## src/rtl/led_sweep_gen.sv

```systemverilog
// LED sweep generator: a one-hot pattern walks right at a speed set by LEVEL.
// A debounced button press freezes it; a HIT while frozen raises LEVEL, a miss clears it.
module led_sweep_gen #(
  parameter int DIV_BASE    = 16,
  parameter int DIV_DEC     = 2,
  parameter int DIV_MIN     = 2,
  parameter int DB_CYCLES   = 4,
  parameter int HOLD_CYCLES = 8
) (
  input  logic       CLK,
  input  logic       RST_N,
  input  logic       BTN_RAW,
  input  logic       HIT,
  output logic [7:0] LEDS,
  output logic       BTN,
  output logic       STEP,
  output logic [2:0] LEVEL
);

  // state | meaning
  // IDLE  | pattern parked at 8'h80, waiting for the first press
  // SWEEP | pattern rotates right once per step period
  // HOLD  | pattern frozen after a press, HIT collected for the round
  typedef enum logic [1:0] {IDLE, SWEEP, HOLD} state_t;

  localparam int PMAX = (DIV_BASE > DIV_MIN) ? DIV_BASE : DIV_MIN;
  localparam int PW   = (PMAX > 2) ? $clog2(PMAX) : 1;
  localparam int DW   = (DB_CYCLES > 1) ? $clog2(DB_CYCLES) : 1;
  localparam int HW   = (HOLD_CYCLES > 1) ? $clog2(HOLD_CYCLES) : 1;

  logic          sync_1, sync_2;
  logic          btn_lvl;
  logic [DW-1:0] db_cnt;

  state_t        state, state_n;
  logic [7:0]    leds_n;
  logic [PW-1:0] presc, presc_n, last_cnt;
  logic [2:0]    level_n;
  logic [HW-1:0] hold_cnt, hold_n;
  logic          hit_seen, hit_n;
  logic          step_n;
  logic          round_hit;
  int            period;

  // Two-flop synchronizer followed by a consecutive-sample debouncer.
  always_ff @(posedge CLK) begin
    if (!RST_N) begin
      sync_1  <= 1'b0;
      sync_2  <= 1'b0;
      btn_lvl <= 1'b0;
      db_cnt  <= '0;
      BTN     <= 1'b0;
    end else begin
      sync_1 <= BTN_RAW;
      sync_2 <= sync_1;
      BTN    <= 1'b0;
      if (sync_2 != btn_lvl) begin
        if (db_cnt == DW'(DB_CYCLES - 1)) begin
          btn_lvl <= sync_2;
          db_cnt  <= '0;
          BTN     <= sync_2;
        end else begin
          db_cnt <= db_cnt + 1'b1;
        end
      end else begin
        db_cnt <= '0;
      end
    end
  end

  always_comb begin
    period = DIV_BASE - int'(LEVEL) * DIV_DEC;
    if (period < DIV_MIN) period = DIV_MIN;
    last_cnt = PW'(period - 1);
  end

  assign round_hit = hit_seen | HIT;

  always_ff @(posedge CLK) begin
    if (!RST_N) begin
      state    <= IDLE;
      LEDS     <= 8'h80;
      presc    <= '0;
      LEVEL    <= 3'd0;
      hold_cnt <= '0;
      hit_seen <= 1'b0;
      STEP     <= 1'b0;
    end else begin
      state    <= state_n;
      LEDS     <= leds_n;
      presc    <= presc_n;
      LEVEL    <= level_n;
      hold_cnt <= hold_n;
      hit_seen <= hit_n;
      STEP     <= step_n;
    end
  end

  always_comb begin
    state_n = state;
    leds_n  = LEDS;
    presc_n = presc;
    level_n = LEVEL;
    hold_n  = hold_cnt;
    hit_n   = hit_seen;
    step_n  = 1'b0;
    case (state)
      IDLE: begin
        leds_n  = 8'h80;
        presc_n = '0;
        if (BTN) state_n = SWEEP;
      end
      SWEEP: begin
        // A press on the terminal count wins over the step.
        if (BTN) begin
          state_n = HOLD;
          hold_n  = HW'(HOLD_CYCLES - 1);
          hit_n   = 1'b0;
        end else if (presc == last_cnt) begin
          leds_n  = {LEDS[0], LEDS[7:1]};
          presc_n = '0;
          step_n  = 1'b1;
        end else begin
          presc_n = presc + 1'b1;
        end
      end
      HOLD: begin
        hit_n = round_hit;
        if (hold_cnt == '0) begin
          state_n = SWEEP;
          leds_n  = 8'h80;
          presc_n = '0;
          if (round_hit) level_n = (LEVEL == 3'd7) ? 3'd7 : LEVEL + 3'd1;
          else           level_n = 3'd0;
        end else begin
          hold_n = hold_cnt - 1'b1;
        end
      end
      default: begin
        state_n = IDLE;
        leds_n  = 8'h80;
        presc_n = '0;
      end
    endcase
  end

endmodule

```

## config.mk

```make
export PLATFORM = sky130hd
export DESIGN_NAME = led_sweep_gen
export DESIGN_NICKNAME = d
export VERILOG_FILES = /design/src/rtl/led_sweep_gen.sv
export SDC_FILE = /design/constraint.sdc
export NUM_CORES = 1
export LEC_CHECK = 0
export CAP_MARGIN = 25
export CORE_UTILIZATION = 32
export CTS_BUF_LIST = sky130_fd_sc_hd__clkbuf_16
export CTS_CLUSTER_SIZE = 12
export DETAILED_ROUTE_END_ITERATION = 12
export DONT_BUFFER_PORTS = 1
export HOLD_SLACK_MARGIN = 0.1
export PLACE_DENSITY_LB_ADDON = 0.12
export SLEW_MARGIN = 20
export SYNTH_ARGS = -nofsm -noshare
export SYNTH_HDL_FRONTEND = slang
export SYNTH_SLANG_ARGS = --single-unit
export TNS_END_PERCENT = 5
```

## constraint.sdc

```tcl
create_clock -name CLK -period 2.5 [get_ports CLK]
set_clock_uncertainty 0.15 [all_clocks]
set_input_delay 0.5 -clock CLK [delete_from_list [all_inputs] [get_ports CLK]]
set_output_delay 0.5 -clock CLK [all_outputs]
set_load 0.01 [all_outputs]
```

# ---- Word-level counts from Yosys, hierarchy flattened
# Index checks and enable logic that the tools add are counted.
dict set report classes {
  div_mod_pow 0
  mux 21
  multipliers 0
  n_reduce_logical 13
  magnitude_cmp 1
  n_eq_ne 12
  bitwise 4
  n_addsub 6
  shift 0
}
# cell count
set op_table {}
lappend op_table {{8-bit two-way mux} 3}
lappend op_table {{4-bit two-way mux} 4}
lappend op_table {{8-bit one-hot mux with 2 select lines} 1}
lappend op_table {{3-bit two-way mux} 4}
lappend op_table {{2-bit inequality test, second input constant} 6}
lappend op_table {{3-bit AND reduction} 4}
lappend op_table {{4-bit one-hot mux with 2 select lines} 1}
lappend op_table {{2-bit AND reduction} 4}
lappend op_table {{6-bit by 3-bit less-than comparator with 1-bit output, second input constant} 1}
lappend op_table {{2-bit two-way mux} 3}
lappend op_table {{2-bit one-hot mux with 3 select lines} 1}
lappend op_table {{3-bit one-hot mux with 2 select lines} 1}
lappend op_table {{3-bit OR reduction} 2}
lappend op_table {{5-bit by 4-bit subtractor with 6-bit output, first input constant} 1}
lappend op_table {{4-bit by 1-bit adder with 4-bit output, second input constant} 1}
lappend op_table {{2-bit == test, second input constant} 2}
lappend op_table {{4-bit == test} 1}
lappend op_table {{4-bit by 2-bit subtractor with 4-bit output, second input constant} 1}
lappend op_table {{3-bit by 1-bit adder with 3-bit output, second input constant} 1}
lappend op_table {{3-bit == test, second input constant} 1}
lappend op_table {{3-bit zero test} 1}
lappend op_table {{1-bit NOT} 3}
lappend op_table {{3-bit by 1-bit subtractor with 3-bit output, second input constant} 1}
lappend op_table {{2-bit by 1-bit adder with 2-bit output, second input constant} 1}
lappend op_table {{other kinds (7)} 8}
dict set report word_totals {
  mem_bits_ro 0
  inputBits 4
  output_inout_bits 13
  ff_bits 28
  wordCells 69
  latch_bits 0
  n_memories 0
  ram_bits 0
}

# ---- Longest topological paths before layout
# Gate-level depths: netlist (run 1).
dict set report logic_depth {
  depth_word 8
  mapped_depth 9
  mapped_depth_nobuf 8
}

# ---- Worst setup path before layout (run 1)
# OpenSTA, ideal clock, no wires.
dict set report synth_path {
  kind {register to register}
  startpoint {reg LEVEL[0]}
  endpoint {reg LEDS[7]}
  slack_ns 0.097
  n_path_buf 0
  period_less_slack_ns 2.403
  setup_time_ns 0.122
  t_arrival_ns 2.131
  required_time_ns 2.228
  path_stages_with_launch 9
  path_cell_list {dfxtp_1 > inv_1 > ha_1 > and3b_1 > a221o_1 > a211o_1 > a31oi_4 > nor2_2 > o32a_1}
}
dict set report synth_between {
  elab_chain_cells 7
}
# element line_no
set synth_lines {}
lappend synth_lines {{from (decl)} 17} ;# output logic [2:0] LEVEL
lappend synth_lines {{from (signal assigned)} 92} ;# LEVEL <= level_n;
lappend synth_lines {{5-bit by 4-bit subtractor with 6-bit output *} 72} ;# period = DIV_BASE - int'(LEVEL) * DIV_DEC;
lappend synth_lines {{6-bit by 3-bit less-than comparator with 1-bit output} 73} ;# if (period < DIV_MIN) period = DIV_MIN;
lappend synth_lines {{4-bit two-way mux *} 73}
lappend synth_lines {{4-bit by 2-bit subtractor with 4-bit output *} 74} ;# last_cnt = PW'(period - 1);
lappend synth_lines {{4-bit == test *} 119} ;# end else if (presc == last_cnt) begin
lappend synth_lines {{2-bit inequality test (no source line) *} -}
lappend synth_lines {{3-bit AND reduction (no source line) *} -}
lappend synth_lines {{to (signal assigned)} 90} ;# LEDS <= leds_n;
lappend synth_lines {{to (decl)} 14} ;# output logic [7:0] LEDS,
# Mark *: on every way between the ends. The rest lies on a longest branch, timed or not.
# A chain may end at the register's enable or synchronous reset.

# ---- Worst setup path after layout (run 1)
# Same ends and word-level chain as after synthesis.

==> results of run 1 <==
[Yosys cell counts (all sizes together) (3+ instances only)]
master | number | area (µm²)
nor2 | 14 | 55.1
inv | 7 | 26.3
nand3 | 3 | 15.0
nor2b | 4 | 25.0
o22ai | 7 | 43.8
xor2 | 3 | 26.3
a211oi | 3 | 22.5
dfxtp | 28 | 561
ha | 6 | 75.1
a21oi | 11 | 55.1
nand2 | 15 | 56.3
nor3 | 3 | 15.0
nand2b | 4 | 25.0
[cells by family after synthesis]
family / after synthesis
xor+xnor: 5
simple gates: 55
compound gates: 29
fa+ha+maj: 6
buf+inv: 11
flops: 28
mux: 1
[per-layer routing]
metal	GRT usage (%)	up-vias	routed length, µm
li1	-	482	-
met3	4.53	5	149
met1	15.4	452	1130
met4	7.67	0	53
met5	0	-	0
met2	21.5	20	1110
[power groups by stage]
stage	Sequential [mW]	Clock [mW]	Combinational [mW]
6_report	0.451	0.473	0.0139
5_1_grt	0.451	0.499	0.0157
4_1_cts	0.451	0.487	0.0142
3_5_place_dp	0.462	0	0.0142
3_3_place_gp	0.461	0	0.0133
2_1_floorplan	0.461	0	0.0118
[worst max-delay path by stage]
stage               cells after the start                    to
floorplan                               8  LEDS[7]$_SDFFE_PN1P_
global placement                        8  LEDS[7]$_SDFFE_PN1P_
detailed placement                      8  LEDS[7]$_SDFFE_PN1P_
CTS                                     8  LEDS[7]$_SDFFE_PN1P_
global route                            8  LEDS[7]$_SDFFE_PN1P_
finish                                  8  LEDS[7]$_SDFFE_PN1P_
[area by class of cell]
class	instances	area (µm²)	area share, %
Clock inverter	1	30.0	2.14
Clock buffer	3	75.1	5.34
Timing Repair Buffer	5	37.5	2.67
Inverter	8	30.0	2.14
Sequential cell	28	561	39.9
Tap cell	48	60.1	4.27
Multi-Input combinational cell	96	613	43.6
[metrics by stage]
stage	area, µm²	utilization, %	power (mW)	std cells	hold slack, ps
finish	1410	38.4	0.938	189	202
global placement	1300	35.5	0.475	185	266
global route	1410	38.4	0.966	189	209
floorplan	1220	-	0.473	135	257
detailed placement	1300	35.5	0.476	185	268
CTS	1410	38.4	0.952	189	198
[worst max-delay path, cell delays in order, from the launching register on]
cell and delay [ps]:
dfxtp_1 340, inv_1 50, ha_1 320, and3b_1 190, a221o_1 260, a211o_1 320, a31oi_4 230, nor2_2 120
o32a_1 290
[state kept, by name, summed over array words and instances (netlist names)]
register	flops
sync_1	1
LEDS	8
hit_seen	1
hold_cnt	3
btn_lvl	1
sync_2	1
db_cnt	2
state	2
STEP	1
presc	4
LEVEL	3
BTN	1
==> key figures, run 1 <==
Status
  • Status: finished clean

Critical path
  • Crit Reg-Reg Startpoint: LEVEL[0]$_SDFFE_PN0P_
  • CP required: 2510 ps
  • Critical Path Source Type: flip-flop
  • Critical Path End Type: flip-flop
  • Critical Path Source: LEVEL[0]$_SDFFE_PN0P_
  • Worst R2R Setup Slack: 130 ps
  • Arr. time, crit path: 2380 ps
  • Critical R2R Capture: LEDS[7]$_SDFFE_PN1P_
  • Critical Path Fanout Max: 8
  • Path depth of the worst reg2reg path: 8
  • Critical path type: flip-flop to flip-flop

Logic synthesis
  • Count of cell types in the netlist: 35
  • Avg Inst Size Synth: 9.01 µm²
  • Synth Instances: 135
  • Post-Synth Simple-Gate Area: 23.5%
  • Async S/R FF share, synth: 0%
  • Adder-Cell Fraction of Synth Area: 6.17%
  • Seq/Total Area, Yosys: 46.1%
  • Post-Syn Area: 0.00122 mm²
  • Post-synthesis compound-gate area fraction: 16.4%
  • Post-synth EDFFs: 0
  • Main combinational cell family by area after synthesis: simple AND/OR/NAND/NOR gates
  • Synth warn: 0
  • Mux cell area share after synthesis: 0.823%
  • Syn Nets: 145
  • XOR/XNOR Fraction of Synth Area: 3.60%
  • Primary FF master, synth: dfxtp_1
  • Number of synthesized register bits: 28

Clock network
  • CTS tree: yes
  • Sink Count: 28
  • Max clock buf depth: 2
  • Worst-Skew Late Latency: 270 ps
  • Clock Pin Slew Worst Setup and Hold Paths: 70 ps
  • H-tree depth: 1
  • Postcts setup bufs: 0
  • Total CTS buffers: 3
  • PostCTS Resize Cnt: 0
  • Root buf cell: clkbuf_16
  • Cts hold-fix bufs: 0

Power and ir drop
  • Sequential group share of total power: 48.1%
  • Power Density: 667 mW/mm²
  • Switching Share: 17.6%
  • Sw Pwr: 0.165 mW
  • Int Pwr: 0.773 mW
  • Share of total power in the clock network: 50.4%
  • Comb power frac: 1.5%
  • P_leak: 0.531 nW
  • Maximum VDD drop: 0.269 mV

GRT
  • Vias in the first global route: 961
  • GRT Total Usage: 13.4%
  • Congestion Overflow GR: 0
  • Largest net degree at the start of global routing: 17
  • Initial antenna violation count: 0
  • First-pass GRT wire length: 4170 µm

Min path
  • Worst min-delay path class: input port to flip-flop
  • Hold Crit Start: RST_N
  • WHS Path Cells: 1
  • Worst hold endpoint: sync_1$_SDFF_PN0_

Timing
  • Setup Viol. Count Final: 0
  • Final critical-path share of the clock period: 94.7%
  • Rel. slew slack: 73.9%
  • Fin worst setup slack: 132 ps
  • Final min period: 2370 ps
  • Setup TNS: 0 ps
  • Slew Viols, Final: 0
  • Worst slew pin tran: 390 ps
  • RSZ-0062 raised after global routing: no
  • F_max: 422 MHz
  • Hold Violations, Final: 0

Route
  • Drt first pass iters: 4
  • # DRC: 0
  • Routed vias/inst: 5.07
  • DRT Wirelength: 2450 µm
  • Drt first-iter violations: 32
  • DR WL/cell: 13.0 µm
  • Vias: 959
  • Post-route ant nets: 0

Placed design
  • # port buffers: 0
  • Pre-CTS WS: 132 ps
  • Detailed Place HPWL: 1750 µm
  • Gpl congestion: 0.777

Floorplanning
  • Die X: 63.7 µm
  • Top Ports: 17
  • Die area: 0.00405 mm²
  • # rows: 22
  • Placeable Area: 0.00366 mm²
  • Die Height: 63.7 µm
  • Initial core utilization: 33.2%

Layout
  • Syn-to-layout area delta: 15.6%
  • Commonest non-fill, non-tap cells in the layout: dfxtp_1, nand2_1, nor2_1
  • Fill cell count: 384
  • Layout Nets: 152
  • Layout cells sized above 1: 7.80%
  • Antenna fix cells: 0
  • Commonest non-fill, non-tap cell in the layout: dfxtp_1

Run
  • # Max-Cap Violations: 0
Power figures use the tool's default switching activity.
==> run 2: changes to the inputs <==
- CELL_PAD_IN_SITES_DETAIL_PLACEMENT: default -> 0
- CELL_PAD_IN_SITES_GLOBAL_PLACEMENT: default -> 1
==> key figures, run 2 (synthesis results as in run 1) <==
Layout
  • Antenna fix cells: 0 (unchanged)
  • Top reg by flops: LEDS (unchanged)
  • Syn-to-layout area delta: 15.6% (unchanged)
  • Number of flip-flops in the largest register: 8 (unchanged)
  • Layout Nets: 152 (unchanged)
  • Commonest non-fill, non-tap cells in the layout: dfxtp_1, nand2_1, nor2_1 (unchanged)
  • Fin util: 38.4% (unchanged)
  • Fill cell count: 381 (was 384)
  • Cell area after layout: 0.00141 mm² (unchanged)
  • Commonest non-fill, non-tap cell in the layout: dfxtp_1 (unchanged)
  • Regs by FF count: LEDS (8), presc (4) (unchanged)
  • Layout cells sized above 1: 7.80% (unchanged)

Clock network
  • Sink Count: 28 (unchanged)
  • Worst-Skew Late Latency: 260 ps (was 270 ps)
  • PostCTS Resize Cnt: 0 (unchanged)
  • Clock Pin Slew Worst Setup and Hold Paths: 70 ps (about the same)
  • CTS tree: yes (unchanged)
  • Max clock buf depth: 2 (unchanged)
  • Total CTS buffers: 3 (unchanged)
  • Root buf cell: clkbuf_16 (unchanged)
  • H-tree depth: 1 (unchanged)

Timing
  • Final min period: 2330 ps (was 2370 ps)
  • Setup TNS: 0 ps (unchanged)
  • Final critical-path share of the clock period: 93.3% (was 94.7%)
  • Slew Viols, Final: 0 (unchanged)
  • Hold Violations, Final: 0 (unchanged)
  • F_max: 429 MHz (was 422 MHz)
  • Worst slew pin tran: 385 ps (was 390 ps)
  • Fin worst setup slack: 168 ps (was 132 ps)
  • Worst hold margin: 210 ps (was 202 ps)
  • Rel. slew slack: 74.2% (was 73.9%)
  • RSZ-0062 raised after global routing: no (unchanged)
  • Setup Viol. Count Final: 0 (unchanged)

Power and ir drop
  • Power Density: 667 mW/mm² (about the same)
  • Comb power frac: 1.5% (about the same)
  • Switching Share: 17.6% (about the same)
  • P_leak: 0.531 nW (unchanged)
  • Maximum VDD drop: 0.279 mV (was 0.269 mV)
  • Sw Pwr: 0.165 mW (about the same)
  • Sequential group share of total power: 48.1% (about the same)
  • Int Pwr: 0.773 mW (about the same)
  • Share of total power in the clock network: 50.5% (was 50.4%)

Critical path
  • CP max stage cell: dfxtp_1 (unchanged)
  • Critical Path Fanout Max: 8 (unchanged)
  • Arr. time, crit path: 2330 ps (was 2380 ps)
  • Crit Reg-Reg Startpoint: LEVEL[0]$_SDFFE_PN0P_ (unchanged)
  • CP required: 2500 ps (was 2510 ps)
  • Critical Path Source Type: flip-flop (unchanged)
  • Critical Path End Type: flip-flop (unchanged)
  • Path depth of the worst reg2reg path: 8 (unchanged)
  • Worst-path cell chain: inv_1, ha_1, and3b_1, a221o_1, a211o_1, a31oi_4, nor2_2, o32a_1 (unchanged)
  • Critical path type: flip-flop to flip-flop (unchanged)
  • Critical R2R Capture: LEDS[7]$_SDFFE_PN1P_ (unchanged)
  • Worst R2R Setup Slack: 170 ps (was 130 ps)
  • Critical Path Max Stage Delay: 330 ps (was 340 ps)

Min path
  • Worst min-delay path class: input port to flip-flop (unchanged)
  • WHS Path Cells: 1 (unchanged)
  • Worst hold endpoint: sync_1$_SDFF_PN0_ (unchanged)
  • Hold Crit Start: RST_N (unchanged)

Run
  • # Max-Cap Violations: 0 (unchanged)

Placed design
  • Gpl congestion: 0.692 (was 0.777)
  • # port buffers: 0 (unchanged)
  • Placed cell area: 0.00129 mm² (was 0.00130 mm²)
  • Pre-CTS WS: 133 ps (was 132 ps)
  • Detailed Place HPWL: 1750 µm (about the same)

Route
  • Drt first-iter violations: 48 (was 32)
  • Drt first pass iters: 4 (unchanged)
  • DR WL/cell: 12.6 µm (was 13.0 µm)
  • Routed vias/inst: 4.94 (was 5.07)
  • DRT Wirelength: 2380 µm (was 2450 µm)
  • Vias: 934 (was 959)
  • # DRC: 0 (unchanged)
  • Post-route ant nets: 0 (unchanged)

Floorplanning
  • # rows: 22 (unchanged)
  • Initial core utilization: 33.2% (unchanged)
  • Top Ports: 17 (unchanged)
  • Die Height: 63.7 µm (unchanged)
  • Die X: 63.7 µm (unchanged)
  • Placeable Area: 0.00366 mm² (unchanged)
  • Die area: 0.00405 mm² (unchanged)

GRT
  • GRT Total Usage: 13.1% (was 13.4%)
  • Largest net degree at the start of global routing: 17 (unchanged)
  • Vias in the first global route: 925 (was 961)
  • Congestion Overflow GR: 0 (unchanged)
  • First-pass GRT wire length: 4070 µm (was 4170 µm)
  • Initial antenna violation count: 0 (unchanged)

Status
  • Status: finished clean (unchanged)
-- run 2: what timing repair did --
item,CTS,global route
hold endpoints to repair,0,0
setup buffers,0,1
setup endpoints to repair,0,1
hold buffers,0,0
-- run 2: worst max-delay path by stage --
stage / slack (ps) / cells after the start / startpoint / to
2_1_floorplan: 100 / 8 / LEVEL[0]$_SDFFE_PN0P_ / LEDS[7]$_SDFFE_PN1P_
3_3_place_gp: 170 / 8 / LEVEL[0]$_SDFFE_PN0P_ / LEDS[7]$_SDFFE_PN1P_
3_5_place_dp: 130 / 8 / LEVEL[0]$_SDFFE_PN0P_ / LEDS[7]$_SDFFE_PN1P_
4_1_cts: 120 / 8 / LEVEL[0]$_SDFFE_PN0P_ / LEDS[7]$_SDFFE_PN1P_
5_1_grt: 30 / 8 / LEVEL[0]$_SDFFE_PN0P_ / LEDS[7]$_SDFFE_PN1P_
6_report: 170 / 8 / LEVEL[0]$_SDFFE_PN0P_ / LEDS[7]$_SDFFE_PN1P_
-- run 2: layout make-up --
cell class              instances  area, µm²  share of cell area (%)
repair buffers                  5       37.5                    2.67
well taps                      48       60.1                    4.27
clock inverters                 1       30.0                    2.14
clock buffers                   3       75.1                    5.34
inverters                       8       30.0                    2.14
multi-input cells              96        613                    43.6
flip-flops and latches         28        561                    39.9
-- run 2: per-stage QoR --
step | cells | total power, mW
after floorplan | 135 | 0.473
after global placement | 184 | 0.475
after detailed placement | 184 | 0.476
after CTS | 188 | 0.955
after global routing | 189 | 0.970
final | 189 | 0.938
-- run 2: critical path, delay by kind of cell, from the launching register on --
kind	cells	cell delay, ps
AOI/OAI and AO/OA	4	1080
DFF	1	330
adders and majority gates	1	320
and+or+nand+nor	2	300
buffers and inverters	1	40
-- run 2: power by group through the flow --
stage	sequential, mW	clock, mW	combinational, mW
final	0.451	0.474	0.0137
after floorplan	0.461	0	0.0118
after global placement	0.461	0	0.0138
after CTS	0.451	0.490	0.0141
after global routing	0.451	0.503	0.0159
after detailed placement	0.461	0	0.0141
-- run 2: metal layers --
layer,track usage (%),vias to the layer above,share of wire (%)
met5,0,-,0
met4,5.97,0,1.7
met3,5.25,4,7.6
met2,20.7,19,43
met1,15.4,428,48
li1,-,483,-
